## config.mk

```make
export PLATFORM = sky130hd
export DESIGN_NAME = lif_neuron_array_flat
export DESIGN_NICKNAME = d
export VERILOG_FILES = /design/src/rtl/lif_pkg.sv /design/src/rtl/lif_neuron_array_if.sv /design/src/rtl/lif_cell.sv /design/src/rtl/lif_neuron_array.sv /design/src/flat_wrapper.sv
export SDC_FILE = /design/constraint.sdc
export NUM_CORES = 1
export LEC_CHECK = 0
export CAP_MARGIN = 10
export CORE_MARGIN = 3
export CORE_UTILIZATION = 58
export CTS_BUF_LIST = sky130_fd_sc_hd__clkbuf_2 sky130_fd_sc_hd__clkbuf_4 sky130_fd_sc_hd__clkbuf_8
export CTS_CLUSTER_SIZE = 16
export DETAILED_ROUTE_END_ITERATION = 16
export PLACE_DENSITY = 0.84
export SLEW_MARGIN = 20
export SYNTH_ARGS = -nofsm -noshare
export SYNTH_HDL_FRONTEND = slang
export SYNTH_SLANG_ARGS = --single-unit
```

## constraint.sdc

```tcl
create_clock -name clk -period 8.3 [get_ports clk]
set_input_delay 1.245 -clock clk [delete_from_list [all_inputs] [get_ports clk]]
set_output_delay 1.245 -clock clk [all_outputs]
set_load 0.01 [all_outputs]
```

## src/rtl/lif_pkg.sv

```systemverilog
// Shared types and helpers for the leaky integrate-and-fire neuron array.
// Pure declarations: no logic, no latency, no flow control.
package lif_pkg;

    typedef enum logic {
        ST_INTEGRATE  = 1'b0,
        ST_REFRACTORY = 1'b1
    } lif_state_t;

    // Wide enough to hold the value REFRACT_STEPS; never narrower than one bit.
    function automatic int refr_cnt_w(input int steps);
        return (steps < 1) ? 1 : $clog2(steps + 1);
    endfunction

    // Clamps a + b to 2^width-1; operands are zero-extended values below 2^width.
    function automatic logic [31:0] sat_add(input logic [31:0] a, input logic [31:0] b,
                                            input int width);
        logic [32:0] s;
        logic [31:0] mx;
        s  = {1'b0, a} + {1'b0, b};
        mx = (32'd1 << width) - 32'd1;
        return (s > {1'b0, mx}) ? mx : s[31:0];
    endfunction

endpackage

```

## src/rtl/lif_neuron_array_if.sv

```systemverilog
// Strobe/current/threshold in, spike/refractory/membrane out for the neuron array.
// No latency of its own; no backpressure, the array consumes every step strobe.
interface lif_neuron_array_if #(
    parameter int N_NEURONS = 4,
    parameter int WIDTH     = 8
);
    logic                         step;
    logic                         clear;
    logic [N_NEURONS*WIDTH-1:0]   current;
    logic [WIDTH-1:0]             threshold;
    logic [N_NEURONS-1:0]         spike;
    logic [N_NEURONS-1:0]         refractory;
    logic [N_NEURONS*WIDTH-1:0]   membrane;

    modport master (
        output step, clear, current, threshold,
        input  spike, refractory, membrane
    );

    modport slave (
        input  step, clear, current, threshold,
        output spike, refractory, membrane
    );
endinterface

```

## src/rtl/lif_cell.sv

```systemverilog
// One LIF neuron: leak, saturating integrate, threshold fire, refractory hold.
// Outputs update one clk after a step strobe; no backpressure, every strobe is consumed.
module lif_cell
    import lif_pkg::*;
#(
    parameter int WIDTH         = 8,
    parameter int LEAK_SHIFT    = 3,
    parameter int REFRACT_STEPS = 2
) (
    input  logic             clk,
    input  logic             rst,
    input  logic             step,
    input  logic             clear,
    input  logic [WIDTH-1:0] current,
    input  logic [WIDTH-1:0] threshold,
    output logic             spike,
    output logic             refractory,
    output logic [WIDTH-1:0] membrane
);
    localparam int RC_W = refr_cnt_w(REFRACT_STEPS);

    lif_state_t        state;
    logic [RC_W-1:0]   refr_cnt;
    logic [31:0]       v_ext;
    logic [31:0]       leaked;
    logic [31:0]       sum;
    logic              fire;

    assign v_ext  = 32'(membrane);
    assign leaked = v_ext - (v_ext >> LEAK_SHIFT);
    assign sum    = sat_add(leaked, 32'(current), WIDTH);
    assign fire   = (sum >= 32'(threshold));

    assign refractory = (state == ST_REFRACTORY);

    always_ff @(posedge clk or posedge rst) begin
        if (rst) begin
            state    <= ST_INTEGRATE;
            refr_cnt <= '0;
            spike    <= 1'b0;
            membrane <= '0;
        end else if (clear) begin
            state    <= ST_INTEGRATE;
            refr_cnt <= '0;
            spike    <= 1'b0;
            membrane <= '0;
        end else if (step) begin
            case (state)
                ST_INTEGRATE: begin
                    if (fire) begin
                        spike    <= 1'b1;
                        membrane <= '0;
                        if (REFRACT_STEPS > 0) begin
                            refr_cnt <= RC_W'(REFRACT_STEPS);
                            state    <= ST_REFRACTORY;
                        end
                    end else begin
                        spike    <= 1'b0;
                        membrane <= sum[WIDTH-1:0];
                    end
                end
                ST_REFRACTORY: begin
                    // Input is ignored here; the step after leaving integrates again.
                    spike    <= 1'b0;
                    membrane <= '0;
                    refr_cnt <= refr_cnt - RC_W'(1);
                    if (refr_cnt == RC_W'(1))
                        state <= ST_INTEGRATE;
                end
                default: begin
                    state <= ST_INTEGRATE;
                    spike <= 1'b0;
                end
            endcase
        end else begin
            spike <= 1'b0;
        end
    end
endmodule

```

## src/rtl/lif_neuron_array.sv

```systemverilog
// N independent LIF neurons sharing clk, step strobe, clear and threshold.
// Spike/membrane registered one clk after a step; no backpressure.
module lif_neuron_array
    import lif_pkg::*;
#(
    parameter int N_NEURONS     = 4,
    parameter int WIDTH         = 8,
    parameter int LEAK_SHIFT    = 3,
    parameter int REFRACT_STEPS = 2
) (
    input  logic               clk,
    input  logic               rst,
    lif_neuron_array_if.slave  bus
);
    logic [N_NEURONS-1:0]       spike_w;
    logic [N_NEURONS-1:0]       refr_w;
    logic [N_NEURONS*WIDTH-1:0] mem_w;

    for (genvar k = 0; k < N_NEURONS; k++) begin : g_cell
        lif_cell #(
            .WIDTH         (WIDTH),
            .LEAK_SHIFT    (LEAK_SHIFT),
            .REFRACT_STEPS (REFRACT_STEPS)
        ) u_cell (
            .clk        (clk),
            .rst        (rst),
            .step       (bus.step),
            .clear      (bus.clear),
            .current    (bus.current[k*WIDTH +: WIDTH]),
            .threshold  (bus.threshold),
            .spike      (spike_w[k]),
            .refractory (refr_w[k]),
            .membrane   (mem_w[k*WIDTH +: WIDTH])
        );
    end

    assign bus.spike      = spike_w;
    assign bus.refractory = refr_w;
    assign bus.membrane   = mem_w;
endmodule

```

## src/flat_wrapper.sv

```systemverilog
// flat-port wrapper written by rule: the top's interface ports become plain ports
module lif_neuron_array_flat import lif_pkg::*;
#(
    parameter int N_NEURONS     = 4,
    parameter int WIDTH         = 8,
    parameter int LEAK_SHIFT    = 3,
    parameter int REFRACT_STEPS = 2
)
  (clk, rst, bus_step, bus_clear, bus_current, bus_threshold, bus_spike, bus_refractory, bus_membrane);
  lif_neuron_array_if #(.N_NEURONS(N_NEURONS), .WIDTH(WIDTH)) bus_i ();
  input  logic clk;
  input  logic rst;
  input wire logic [$bits(bus_i.step)-1:0] bus_step;
  input wire logic [$bits(bus_i.clear)-1:0] bus_clear;
  input wire logic [$bits(bus_i.current)-1:0] bus_current;
  input wire logic [$bits(bus_i.threshold)-1:0] bus_threshold;
  output wire logic [$bits(bus_i.spike)-1:0] bus_spike;
  output wire logic [$bits(bus_i.refractory)-1:0] bus_refractory;
  output wire logic [$bits(bus_i.membrane)-1:0] bus_membrane;
  assign bus_i.step = bus_step;
  assign bus_i.clear = bus_clear;
  assign bus_i.current = bus_current;
  assign bus_i.threshold = bus_threshold;
  assign bus_spike = bus_i.spike;
  assign bus_refractory = bus_i.refractory;
  assign bus_membrane = bus_i.membrane;
  lif_neuron_array #(.N_NEURONS(N_NEURONS), .WIDTH(WIDTH), .LEAK_SHIFT(LEAK_SHIFT), .REFRACT_STEPS(REFRACT_STEPS)) u_core (.clk(clk), .rst(rst), .bus(bus_i));
endmodule
```

==> results of run 1 <==
## per-stage QoR
step / hold WS [ps] / total power [mW]
floorplan: 478 / 0.894
global placement: 495 / 1.05
detailed placement: 528 / 1.10
CTS: 548 / 1.25
global route: 578 / 1.38
finish: 535 / 1.26
## worst min-delay path, cell delays in order (launching register included)
cell and delay, ps:
sky130_fd_sc_hd__dfrtp_1 380, sky130_fd_sc_hd__nand2_1 60, sky130_fd_sc_hd__o21ai_0 60
## cell type report
cell class	count	area, um2	share of cell area
Sequential cell	48	1200	0.167
Timing Repair Buffer	86	853	0.119
Clock buffer	7	90.1	0.0125
Inverter	86	324	0.0451
Clock inverter	1	7.51	0.00104
Tap cell	133	166	0.0231
Multi-Input combinational cell	603	4550	0.633
## kinds of logic after synthesis
| logic type | Yosys count |
|---|---|
| flip-flops | 48 |
| AO/OA/AOI/OAI | 199 |
| XOR/XNOR | 33 |
| buffers and inverters | 101 |
| adder cells (fa/ha/maj) | 132 |
| AND/OR/NAND/NOR | 239 |
## how the worst max path moves through the flow
stage | cells after the start | endpoint | slack, ps
4_1_cts | 23 | u_core.g_cell[3].u_cell.membrane[5] | 1630
2_1_floorplan | 25 | u_core.g_cell[1].u_cell.membrane[0] | 2280
6_report | 23 | u_core.g_cell[3].u_cell.membrane[5] | 1570
3_3_place_gp | 19 | u_core.g_cell[1].u_cell.membrane[0] | 1780
5_1_grt | 24 | u_core.g_cell[3].u_cell.membrane[5] | 840
3_5_place_dp | 19 | u_core.g_cell[1].u_cell.membrane[6] | 1510
## power by group through the flow
| stage | combinational [mW] | clock [mW] | sequential (mW) |
|---|---|---|---|
| floorplan | 0.620 | 0 | 0.273 |
| global placement | 0.776 | 0 | 0.274 |
| detailed placement | 0.828 | 0 | 0.275 |
| CTS | 0.834 | 0.150 | 0.271 |
| global route | 0.951 | 0.161 | 0.274 |
| finish | 0.840 | 0.151 | 0.271 |
## registers in the layout (all words and copies together), names as in the netlist
signal and count:
u_core.g_cell.u_cell.membrane 32, u_core.g_cell.u_cell.refr_cnt 8, u_core.g_cell.u_cell.refractory 4, u_core.g_cell.u_cell.spike 4
## metal layers
metal / GRT usage / share of wire / up-vias
li1: - / - / 2850
met1: 0.356 / 0.45 / 2797
met2: 0.467 / 0.49 / 141
met3: 0.0290 / 0.046 / 19
met4: 0.0559 / 0.014 / 0
met5: 0 / 0 / -
## placed cells by master (no fill, tap or decap), drive strengths merged, types with 7 or more instances in the layout
master | Yosys | final
ha | 124 | 124
inv | 86 | 85
clkdlybuf4s50 | 0 | 83
o21ai | 75 | 75
nand2 | 70 | 70
dfrtp | 48 | 48
nor2 | 43 | 43
nor3 | 30 | 30
a21oi | 28 | 28
xnor2 | 20 | 20
nor3b | 18 | 18
o21a | 16 | 16
nor2b | 16 | 16
xor2 | 13 | 13
nand2b | 12 | 12
a21o | 12 | 12
a211oi | 11 | 11
nor4 | 11 | 11
or3 | 11 | 11
nand4 | 8 | 8
fa | 8 | 8
nand3 | 7 | 7
clkbuf | 7 | 7
==> qor.txt, run 1 <==
SYNTH
-------------------------------------------------------------------------------------------------
Proportion of register bits with asynchronous set or reset after synthesis                   1.00
Simple-Gate Fraction of Synth Area                                                          0.198
Count of flip-flops with a built-in enable after synthesis                                      0
Cells after Synth                                                                             752
Top area cells in the synthesized netlist                                            sky130_fd_sc_hd__ha_1 25%, sky130_fd_sc_hd__dfrtp_1 20%, sky130_fd_sc_hd__o21ai_0 6.0%
Cell with the most instances after synthesis                                         sky130_fd_sc_hd__ha_1
Part of the Yosys area used for sequential elements                                         0.195
Number of distinct library cell variants in the gate-level netlist after synthesis             60
Xor and xnor area share after synthesis                                                    0.0469
Combinational family with the most area after synthesis                               adder cells
Adder and majority cell fraction of the synthesized area                                    0.278
Mux cell area share after synthesis                                                             0
Compound-gate portion of the synthesized area                                               0.215
Netlist area before placement                                                            6160 um2
Net Count, Synth                                                                              928
Post-synth top area share                                                                   0.252
Ys flop type                                                                         sky130_fd_sc_hd__dfrtp_1
Post-synthesis register bit count                                                              48
Top cell type by total area after synthesis                                          sky130_fd_sc_hd__ha_1
Most frequent cells after synthesis                                                  124 x sky130_fd_sc_hd__ha_1, 86 x sky130_fd_sc_hd__inv_1, 74 x sky130_fd_sc_hd__o21ai_0
Warnings from Yosys                                                                             0
Post-synthesis average cell area                                                         8.19 um2

POWER
-------------------------------------------------------------------------------------------------
Total internal power                                                                       695 uW
Share of power burned in combinational logic                                                0.665
Clock Power Share                                                                           0.120
Net switching fraction of the power                                                         0.449
Power per cell area                                                                    175 nW/um2
Max IR drop VDD                                                                        0.000117 V
Leakage dissipation                                                                       3.16 nW
Part of the power in registers                                                              0.215
Net Switching                                                                              567 uW

FLOORPLAN
-------------------------------------------------------------------------------------------------
Initial Util                                                                                0.613
Core area                                                                               10000 um2
X dimension of the die                                                                     109 um
Die outline height                                                                         109 um
Die footprint                                                                           11900 um2
Number of ports placed on the die boundary                                                     84
Site row count                                                                                 36

CLOCKING
-------------------------------------------------------------------------------------------------
TritonCTS clock tree                                                                          yes
Total clock sinks                                                                              48
Number of hold buffers added after CTS                                                          0
Clock edge transition at the registers on the reported setup and hold paths                 90 ps
Resize count post-CTS                                                                           0
Cell chosen for the clock root                                                       sky130_fd_sc_hd__clkbuf_8
Bufs on Longest Clock Path                                                                      2
Insertion delay of the later-clocked pin in the worst-skew pair                            300 ps
H-Tree Depth                                                                                    2
Number of buffers created by CTS                                                                5
Number of buffers added for setup after CTS                                                     0

ROUTE
-------------------------------------------------------------------------------------------------
Avg Vias per Cell                                                                            6.02
Via count                                                                                    5807
1st-pass router iterations                                                                      5
Remaining antenna violation count                                                               0
Average detailed-routed wire length per instance                                          16.0 um
Final wirelength                                                                          15.5 mm
Residual DRC                                                                                    0
First-iteration detailed-routing DRC count                                                    412

GRT
-------------------------------------------------------------------------------------------------
Largest net degree at the start of global routing                                              49
Wire length of the first global-routing pass                                              26.4 mm
Antenna violations before repair                                                                0
Vias in the first global route                                                               5755
Overall global routing resource usage                                                       0.267
Total congestion overflow after global routing                                                  0

WORST HOLD PATH
-------------------------------------------------------------------------------------------------
Launch point of the worst hold path                                                  u_core.g_cell[0].u_cell.membrane[0]
Worst hold path class                                                                  reg -> reg
Worst-case hold path end point                                                       u_core.g_cell[0].u_cell.membrane[0]
Cell count of the worst hold path                                                               2

STA
-------------------------------------------------------------------------------------------------
Final count of hold timing violations                                                           0
Final number of max-transition violations                                                       0
Rel. slew slack                                                                             0.382
Total setup violations reported at the end of the flow                                          0
Crit path setup slack, layout                                                             1570 ps
Setup repair after global routing missed its margin                                            no
Period Utilization, post-route                                                              0.810
Max Fclk                                                                                  149 MHz
TNS Setup                                                                                    0 ps
Transition time at the pin with the least slew margin                                      923 ps
Shortest clock period the worst path allows after layout                                  6730 ps
Fin Clk Skew                                                                              8.35 ps

CELLS AND AREA
-------------------------------------------------------------------------------------------------
Post-route non-filler standard cell count                                                     964
Net count reported at finish                                                                 1006
Area grow syn2layout                                                                        16.8%
Fraction of layout instances using a drive strength above 1                                0.0361
Diodes inserted                                                                                 0
Number of filler instances in the final layout                                                810
Utilization after layout                                                                    0.716
Summed area of non-filler cells in the final layout                                      7190 um2

SETUP PATH
-------------------------------------------------------------------------------------------------
Endpoint of the worst register-to-register path                                      u_core.g_cell[3].u_cell.membrane[5]
Register-to-register path setup slack                                                     1570 ps
Worst path bufs/invs                                                                            0
Cells traversed along the worst timing path                                          ha_1 > fa_1 > nor2b_1 > o21ai_0 > a21boi_0 > nor3_1 > xnor2_1 > ha_1 > o21a_1 > o21ai_0 > nor3_1 > o21ai_0 > ha_1 > nor4bb_1 > nand4_1 > nor3_1 > ha_1 > nand2b_1 > a2111oi_0 > a2111oi_0 > nor2_1 > nand2_1 > o21ai_0
Worst EP required                                                                         8520 ps
Class of the most critical setup path                                                  reg -> reg
Type of destination of the critical path                                                flip-flop
Kind of start point of the critical path                                                flip-flop
Largest fanout of any net on the critical path                                                  9
Launching element of the worst setup path                                            u_core.g_cell[3].u_cell.membrane[3]
Highest-delay cell along the critical path                                           sky130_fd_sc_hd__nor3_1
Reg2reg path depth                                                                             23
Crit path largest cell delay                                                               630 ps
Family of cells with the greatest summed delay on the critical path                  simple AND/OR/NAND/NOR gates
Worst flop-to-flop path startpoint                                                   u_core.g_cell[3].u_cell.membrane[3]
Arrival time at the worst endpoint                                                        6940 ps

STATUS
-------------------------------------------------------------------------------------------------
Outcome                                                                                 completed

PLACED DESIGN
-------------------------------------------------------------------------------------------------
Detailed placement HPWL                                                                   12.5 mm
Routability congestion estimate                                                             0.893
Port Buffers                                                                                   83
Post-Place Cell Area                                                                     7090 um2
# placed instances                                                                            956
Post-Place Setup Slack                                                                    1510 ps

RUN
-------------------------------------------------------------------------------------------------
Max-capacitance violation count                                                                 0

Note: power is estimated with default switching activity, not from simulation.
==> run 2, diff against run 1 <==
- clock period: 8.3 -> 6.8 ns (I/O delays scaled with it)
==> qor.txt, run 2 (same netlist as run 1, synthesis figures left out) <==
STATUS
------------------------------------------------------------------------------------------
Outcome                                                                          completed

CELLS AND AREA
------------------------------------------------------------------------------------------
Net count reported at finish                                                          1007   +0.099%
Area grow syn2layout                                                                 17.1%
Most frequent cells in the layout                                             124 x sky130_fd_sc_hd__ha_1, 85 x sky130_fd_sc_hd__inv_1, 83 x sky130_fd_sc_hd__clkdlybuf4s50_1, 74 x sky130_fd_sc_hd__o21ai_0, 70 x sky130_fd_sc_hd__nand2_1
Top flop regs                                                                 u_core.g_cell.u_cell.membrane: 32 flops, u_core.g_cell.u_cell.refr_cnt: 8 flops
Largest register by flop count                                                u_core.g_cell.u_cell.membrane
Diodes inserted                                                                          0   unchanged
Number of flip-flops in the largest register                                            32   unchanged
Fraction of layout instances using a drive strength above 1                         0.0433   +0.00717
Most common cell after layout, fill and taps aside                            sky130_fd_sc_hd__ha_1

SETUP PATH
------------------------------------------------------------------------------------------
Worst flop-to-flop path startpoint                                            u_core.g_cell[0].u_cell.membrane[4]
Highest-delay cell along the critical path                                    sky130_fd_sc_hd__dfrtp_1
Endpoint of the worst register-to-register path                               u_core.g_cell[0].u_cell.membrane[6]
Worst EP required                                                                  7020 ps   -1500 ps
Register-to-register path setup slack                                               520 ps   -1050 ps
Arrival time at the worst endpoint                                                 6490 ps   -450 ps
Family of cells with the greatest summed delay on the critical path           compound AO/OA/AOI/OAI gates
Reg2reg path depth                                                                      24   +4.3%
Cells traversed along the worst timing path                                   inv_1 > ha_1 > nor2b_1 > o21ai_0 > a21boi_0 > o21ai_0 > nor2b_1 > xnor2_1 > ha_1 > or3_1 > o21ba_2 > a31o_2 > nand2_1 > ha_1 > nand4_1 > nor3b_1 > nand4_1 > nor3b_1 > inv_1 > ha_1 > a2111o_1 > a211oi_1 > o21ai_1 > o21ai_0
Crit path largest cell delay                                                        480 ps   -150 ps
Worst path bufs/invs                                                                     2   +2
Largest fanout of any net on the critical path                                           9   unchanged
Class of the most critical setup path                                           reg -> reg
Kind of start point of the critical path                                         flip-flop
Type of destination of the critical path                                         flip-flop
Cell with the most instances on the worst path                                sky130_fd_sc_hd__ha_1

FLOORPLAN
------------------------------------------------------------------------------------------
X dimension of the die                                                              109 um   unchanged
Core area                                                                        10000 um2   unchanged
Initial Util                                                                         0.613   unchanged
Die footprint                                                                    11900 um2   unchanged
Site row count                                                                          36   unchanged
Die outline height                                                                  109 um   unchanged
Number of ports placed on the die boundary                                              84   unchanged

WORST HOLD PATH
------------------------------------------------------------------------------------------
Launch point of the worst hold path                                           u_core.g_cell[0].u_cell.refr_cnt[1]
Worst-case hold path end point                                                u_core.g_cell[0].u_cell.refr_cnt[1]
Cell count of the worst hold path                                                        2   unchanged
Worst hold path class                                                           reg -> reg

CLOCKING
------------------------------------------------------------------------------------------
Number of buffers added for setup after CTS                                              0   unchanged
Number of buffers created by CTS                                                         5   unchanged
Insertion delay of the later-clocked pin in the worst-skew pair                     310 ps   about the same
Clock edge transition at the registers on the reported setup and hold paths          90 ps   about the same
Resize count post-CTS                                                                    0   unchanged
Number of hold buffers added after CTS                                                   0   unchanged
Total clock sinks                                                                       48   unchanged
H-Tree Depth                                                                             2   unchanged
Cell chosen for the clock root                                                sky130_fd_sc_hd__clkbuf_8
TritonCTS clock tree                                                                   yes
Bufs on Longest Clock Path                                                               2   unchanged

ROUTE
------------------------------------------------------------------------------------------
Met2 wirelength from detailed routing                                              7.83 mm   +2.4%
Avg Vias per Cell                                                                     6.03   about the same
Remaining antenna violation count                                                        0   unchanged
1st-pass router iterations                                                               5   unchanged
Average detailed-routed wire length per instance                                   16.2 um   +1.1%
Max Used Layer                                                                        met4
Final wirelength                                                                   15.7 mm   +1.2%
Via count                                                                             5815   +0.14%
Met3 wire len                                                                       729 um   +3.4%
First-iteration detailed-routing DRC count                                             378   -8.3%
DRT met1 WL                                                                        6.93 mm   +0.38%
Residual DRC                                                                             0   unchanged

POWER
------------------------------------------------------------------------------------------
Sum of internal, switching and leakage power                                       1.55 mW   +22%
Leakage dissipation                                                                3.17 nW   +0.33%
Max IR drop VDD                                                                 0.000137 V   +17%
Power per cell area                                                             214 nW/um2   +22%

PLACED DESIGN
------------------------------------------------------------------------------------------
Routability congestion estimate                                                      0.893   about the same
Port Buffers                                                                            83   unchanged
Post-Place Setup Slack                                                              292 ps   -1220 ps
Detailed placement HPWL                                                            12.7 mm   +1.7%

STA
------------------------------------------------------------------------------------------
TNS Setup                                                                             0 ps   unchanged
Period Utilization, post-route                                                       0.923   +0.113
Max Fclk                                                                           159 MHz   +7.1%
Rel. slew slack                                                                      0.386   +0.00345
Transition time at the pin with the least slew margin                               918 ps   -5.15 ps
Final count of hold timing violations                                                    0   unchanged
Fin Clk Skew                                                                       10.0 ps   +1.69 ps
Shortest clock period the worst path allows after layout                           6280 ps   -448 ps
Crit path setup slack, layout                                                       523 ps   -1050 ps
Total setup violations reported at the end of the flow                                   0   unchanged
Final number of max-transition violations                                                0   unchanged
Setup repair after global routing missed its margin                                     no

GRT
------------------------------------------------------------------------------------------
Overall global routing resource usage                                                0.264   -0.00319
Largest net degree at the start of global routing                                       49   unchanged
Wire length of the first global-routing pass                                       25.9 mm   -1.7%
Antenna violations before repair                                                         0   unchanged
Total congestion overflow after global routing                                           0   unchanged
Vias in the first global route                                                        5824   +1.2%

RUN
------------------------------------------------------------------------------------------
Max-capacitance violation count                                                          0   unchanged

run 2: worst min-delay path, stage by stage, from the launching register on:
cell,delay [ps]
sky130_fd_sc_hd__dfrtp_1,350
sky130_fd_sc_hd__o21ai_0,90
sky130_fd_sc_hd__nand2_1,70
run 2: routing by layer:
layer,up-vias,global-route usage
met2,150,0.482
met1,2784,0.335
met3,20,0.0296
li1,2861,-
met4,0,0.0514
met5,-,0
run 2: area by class of cell:
type                            count  area [um2]
Clock inverter                      2        10.0
Timing Repair Buffer               87         861
Multi-Input combinational cell    603        4570
Sequential cell                    48        1200
Clock buffer                        6        82.6
Fill cell                         781        2830
Inverter                           86         324
Tap cell                          133         166
run 2: where the power goes:
part,internal (mW),switching (mW)
logic,0.462,0.575
registers,0.305,0.0259
clock network,0.0814,0.0973
run 2: worst max-delay path by stage:
stage	depth (start not counted)	slack [ps]	start	end
final	24	520	u_core.g_cell[0].u_cell.membrane[4]	u_core.g_cell[0].u_cell.membrane[6]
after global routing	25	10	u_core.g_cell[2].u_cell.membrane[4]	u_core.g_cell[2].u_cell.membrane[6]
after CTS	24	270	u_core.g_cell[1].u_cell.membrane[4]	u_core.g_cell[1].u_cell.membrane[6]
after detailed placement	19	290	bus_current[8]	u_core.g_cell[1].u_cell.membrane[0]
after global placement	19	490	bus_current[8]	u_core.g_cell[1].u_cell.membrane[6]
after floorplan	25	780	u_core.g_cell[1].u_cell.membrane[4]	u_core.g_cell[1].u_cell.membrane[0]
run 2: through the flow:
step / instance area, um2 / std cells / hold slack [ps] / util
2_1_floorplan: 6160 / 752 / 478 / -
3_3_place_gp: 7100 / 957 / 494 / 0.707
3_5_place_dp: 7100 / 957 / 522 / 0.707
4_1_cts: 7190 / 965 / 541 / 0.716
5_1_grt: 7210 / 965 / 563 / 0.718
6_report: 7210 / 965 / 539 / 0.718
==> run 3, diff against run 2 <==
- CORE_MARGIN: 3 -> 2
==> qor.txt, run 3 (same netlist as run 1, synthesis figures left out) <==
STATUS
------------------------------------------------------------------------------------------
Outcome                                                                          completed

SETUP PATH
------------------------------------------------------------------------------------------
Reg2reg path depth                                                                      23   -4.2%
Kind of start point of the critical path                                         flip-flop
Worst flop-to-flop path startpoint                                            u_core.g_cell[1].u_cell.membrane[4]
Family of cells with the greatest summed delay on the critical path           simple AND/OR/NAND/NOR gates
Cells traversed along the worst timing path                                   inv_1 > ha_1 > nor2b_1 > o21ai_0 > a21boi_0 > o21ai_0 > nor2b_1 > xnor2_1 > ha_1 > o21ai_0 > o21bai_1 > and3_1 > o21ai_0 > ha_1 > or4_4 > or4_4 > or3_4 > ha_1 > a2111oi_1 > o211a_1 > o21a_2 > and3_1 > a221o_1
Arrival time at the worst endpoint                                                 6710 ps   +220 ps
Worst EP required                                                                  7050 ps   +30 ps
Launching element of the worst setup path                                     u_core.g_cell[1].u_cell.membrane[4]
Class of the most critical setup path                                           reg -> reg
Endpoint of the worst register-to-register path                               u_core.g_cell[1].u_cell.membrane[6]
Largest fanout of any net on the critical path                                           9   unchanged
Worst path bufs/invs                                                                     1   -1
Highest-delay cell along the critical path                                    sky130_fd_sc_hd__or4_4
Crit path largest cell delay                                                        560 ps   +80 ps
Register-to-register path setup slack                                               340 ps   -180 ps
Type of destination of the critical path                                         flip-flop

CLOCKING
------------------------------------------------------------------------------------------
Number of buffers created by CTS                                                         5   unchanged
Bufs on Longest Clock Path                                                               2   unchanged
Clock edge transition at the registers on the reported setup and hold paths          90 ps   about the same
H-Tree Depth                                                                             2   unchanged
TritonCTS clock tree                                                                   yes
Insertion delay of the later-clocked pin in the worst-skew pair                     310 ps   about the same
Total clock sinks                                                                       48   unchanged
Number of hold buffers added after CTS                                                   0   unchanged
Cell chosen for the clock root                                                sky130_fd_sc_hd__clkbuf_8

CELLS AND AREA
------------------------------------------------------------------------------------------
Top flop regs                                                                 u_core.g_cell.u_cell.membrane: 32 flops, u_core.g_cell.u_cell.refr_cnt: 8 flops
Area grow syn2layout                                                                 18.0%
Fraction of layout instances using a drive strength above 1                         0.0432   -0.0000519
Most frequent cells in the layout                                             124 x sky130_fd_sc_hd__ha_1, 85 x sky130_fd_sc_hd__inv_1, 83 x sky130_fd_sc_hd__clkdlybuf4s50_1, 74 x sky130_fd_sc_hd__o21ai_0, 70 x sky130_fd_sc_hd__nand2_1
Utilization after layout                                                             0.704   -0.0143
Net count reported at finish                                                          1009   +0.20%
Largest register by flop count                                                u_core.g_cell.u_cell.membrane
Summed area of non-filler cells in the final layout                               7260 um2   +0.73%
Most common cell after layout, fill and taps aside                            sky130_fd_sc_hd__ha_1
Diodes inserted                                                                          0   unchanged
Number of flip-flops in the largest register                                            32   unchanged

POWER
------------------------------------------------------------------------------------------
Sum of internal, switching and leakage power                                       1.61 mW   +4.1%
Part of the power in registers                                                       0.206   -0.008
Clock Power Share                                                                    0.151   +0.035
Total internal power                                                                911 uW   +7.4%
Max IR drop VDD                                                                 0.000135 V   -1.7%
Net switching fraction of the power                                                  0.434   -0.0175
Power per cell area                                                             221 nW/um2   +3.3%
Net Switching                                                                       698 uW   about the same
Share of power burned in combinational logic                                         0.643   -0.027
Leakage dissipation                                                                3.19 nW   +0.68%

WORST HOLD PATH
------------------------------------------------------------------------------------------
Worst hold path class                                                           reg -> reg
Worst-case hold path end point                                                u_core.g_cell[1].u_cell.refr_cnt[1]
Cell count of the worst hold path                                                        2   unchanged
Launch point of the worst hold path                                           u_core.g_cell[1].u_cell.refr_cnt[1]

STA
------------------------------------------------------------------------------------------
Total setup violations reported at the end of the flow                                   0   unchanged
Final number of max-transition violations                                                0   unchanged
Period Utilization, post-route                                                       0.949   +0.0262
Transition time at the pin with the least slew margin                               931 ps   +12.7 ps
Fin Clk Skew                                                                       7.16 ps   -2.87 ps
Setup repair after global routing missed its margin                                     no
TNS Setup                                                                             0 ps   unchanged
Rel. slew slack                                                                      0.377   -0.00848
Max Fclk                                                                           155 MHz   -2.8%
Shortest clock period the worst path allows after layout                           6460 ps   +178 ps
Final count of hold timing violations                                                    0   unchanged
Crit path setup slack, layout                                                       345 ps   -178 ps

GRT
------------------------------------------------------------------------------------------
Overall global routing resource usage                                                0.273   +0.00905
Antenna violations before repair                                                         0   unchanged
Vias in the first global route                                                        5690   -2.3%
Total congestion overflow after global routing                                           0   unchanged
Largest net degree at the start of global routing                                       49   unchanged
Wire length of the first global-routing pass                                       25.8 mm   -0.59%

ROUTE
------------------------------------------------------------------------------------------
Avg Vias per Cell                                                                     5.97   -0.98%
Residual DRC                                                                             0   unchanged
First-iteration detailed-routing DRC count                                             361   -4.5%
1st-pass router iterations                                                               5   unchanged
Average detailed-routed wire length per instance                                   15.8 um   -2.8%
Via count                                                                             5782   -0.57%
Final wirelength                                                                   15.3 mm   -2.4%
Remaining antenna violation count                                                        0   unchanged

FLOORPLAN
------------------------------------------------------------------------------------------
Number of ports placed on the die boundary                                              84   unchanged
Die outline height                                                                  107 um   -1.8%
Die footprint                                                                    11500 um2   -3.6%
Site row count                                                                          37   +2.8%
Core area                                                                        10300 um2   +2.8%
Initial Util                                                                         0.597   -0.0166
X dimension of the die                                                              107 um   -1.8%

PLACED DESIGN
------------------------------------------------------------------------------------------
Detailed placement HPWL                                                            12.3 mm   -3.5%
Port Buffers                                                                            83   unchanged
Post-Place Cell Area                                                              7110 um2   about the same
Routability congestion estimate                                                      0.912   +2.1%
Post-Place Setup Slack                                                              253 ps   -38.7 ps

RUN
------------------------------------------------------------------------------------------
Max-capacitance violation count                                                          0   unchanged

## run 3: cell type report
cell class                      instances  area, um2
Tap cell                              136        170
Sequential cell                        48       1200
Timing Repair Buffer                   89        876
Clock buffer                            5       68.8
Fill cell                             847       3060
Clock inverter                          2       60.1
Inverter                               86        324
Multi-Input combinational cell        603       4560
## run 3: worst register-to-register path, stage by stage (launching register included)
cell	delay [ps]
sky130_fd_sc_hd__dfrtp_1	460
sky130_fd_sc_hd__inv_1	70
sky130_fd_sc_hd__ha_1	260
sky130_fd_sc_hd__nor2b_1	120
sky130_fd_sc_hd__o21ai_0	260
sky130_fd_sc_hd__a21boi_0	180
sky130_fd_sc_hd__o21ai_0	290
sky130_fd_sc_hd__nor2b_1	220
sky130_fd_sc_hd__xnor2_1	110
sky130_fd_sc_hd__ha_1	350
sky130_fd_sc_hd__o21ai_0	100
sky130_fd_sc_hd__o21bai_1	200
sky130_fd_sc_hd__and3_1	340
sky130_fd_sc_hd__o21ai_0	120
sky130_fd_sc_hd__ha_1	190
sky130_fd_sc_hd__or4_4	540
sky130_fd_sc_hd__or4_4	560
sky130_fd_sc_hd__or3_4	390
sky130_fd_sc_hd__ha_1	300
sky130_fd_sc_hd__a2111oi_1	500
sky130_fd_sc_hd__o211a_1	270
sky130_fd_sc_hd__o21a_2	250
sky130_fd_sc_hd__and3_1	210
sky130_fd_sc_hd__a221o_1	120
## run 3: per-stage QoR
| stage | instances | hold slack, ps |
|---|---|---|
| detailed placement | 960 | 527 |
| CTS | 967 | 542 |
| global route | 969 | 575 |
| floorplan | 752 | 478 |
| finish | 969 | 541 |
| global placement | 960 | 494 |
## run 3: power by group through the flow
stage / Combinational, mW / Sequential [mW] / Clock (mW)
2_1_floorplan: 0.757 / 0.333 / 0
3_3_place_gp: 0.953 / 0.335 / 0
3_5_place_dp: 1.01 / 0.336 / 0
4_1_cts: 1.02 / 0.331 / 0.244
5_1_grt: 1.17 / 0.334 / 0.256
6_report: 1.03 / 0.331 / 0.243
## run 3: how the worst max path moves through the flow
stage	end	cells past startpoint
after detailed placement	u_core.g_cell[1].u_cell.membrane[6]	19
final	u_core.g_cell[1].u_cell.membrane[6]	23
after global routing	u_core.g_cell[1].u_cell.membrane[6]	24
after global placement	u_core.g_cell[1].u_cell.membrane[6]	19
after CTS	u_core.g_cell[1].u_cell.membrane[6]	24
after floorplan	u_core.g_cell[1].u_cell.membrane[0]	25
## run 3: timing repair
item	CTS	global route
endpoints found under the setup margin	0	30
buffers inserted	0	2
resized for setup	0	6
## run 3: layer usage
metal	global-route usage	vias to the layer above	routed length, um
met2	0.470	143	7420
li1	-	2851	-
met1	0.361	2759	6930
met4	0.0686	0	265
met3	0.0359	29	671
met5	0	-	0
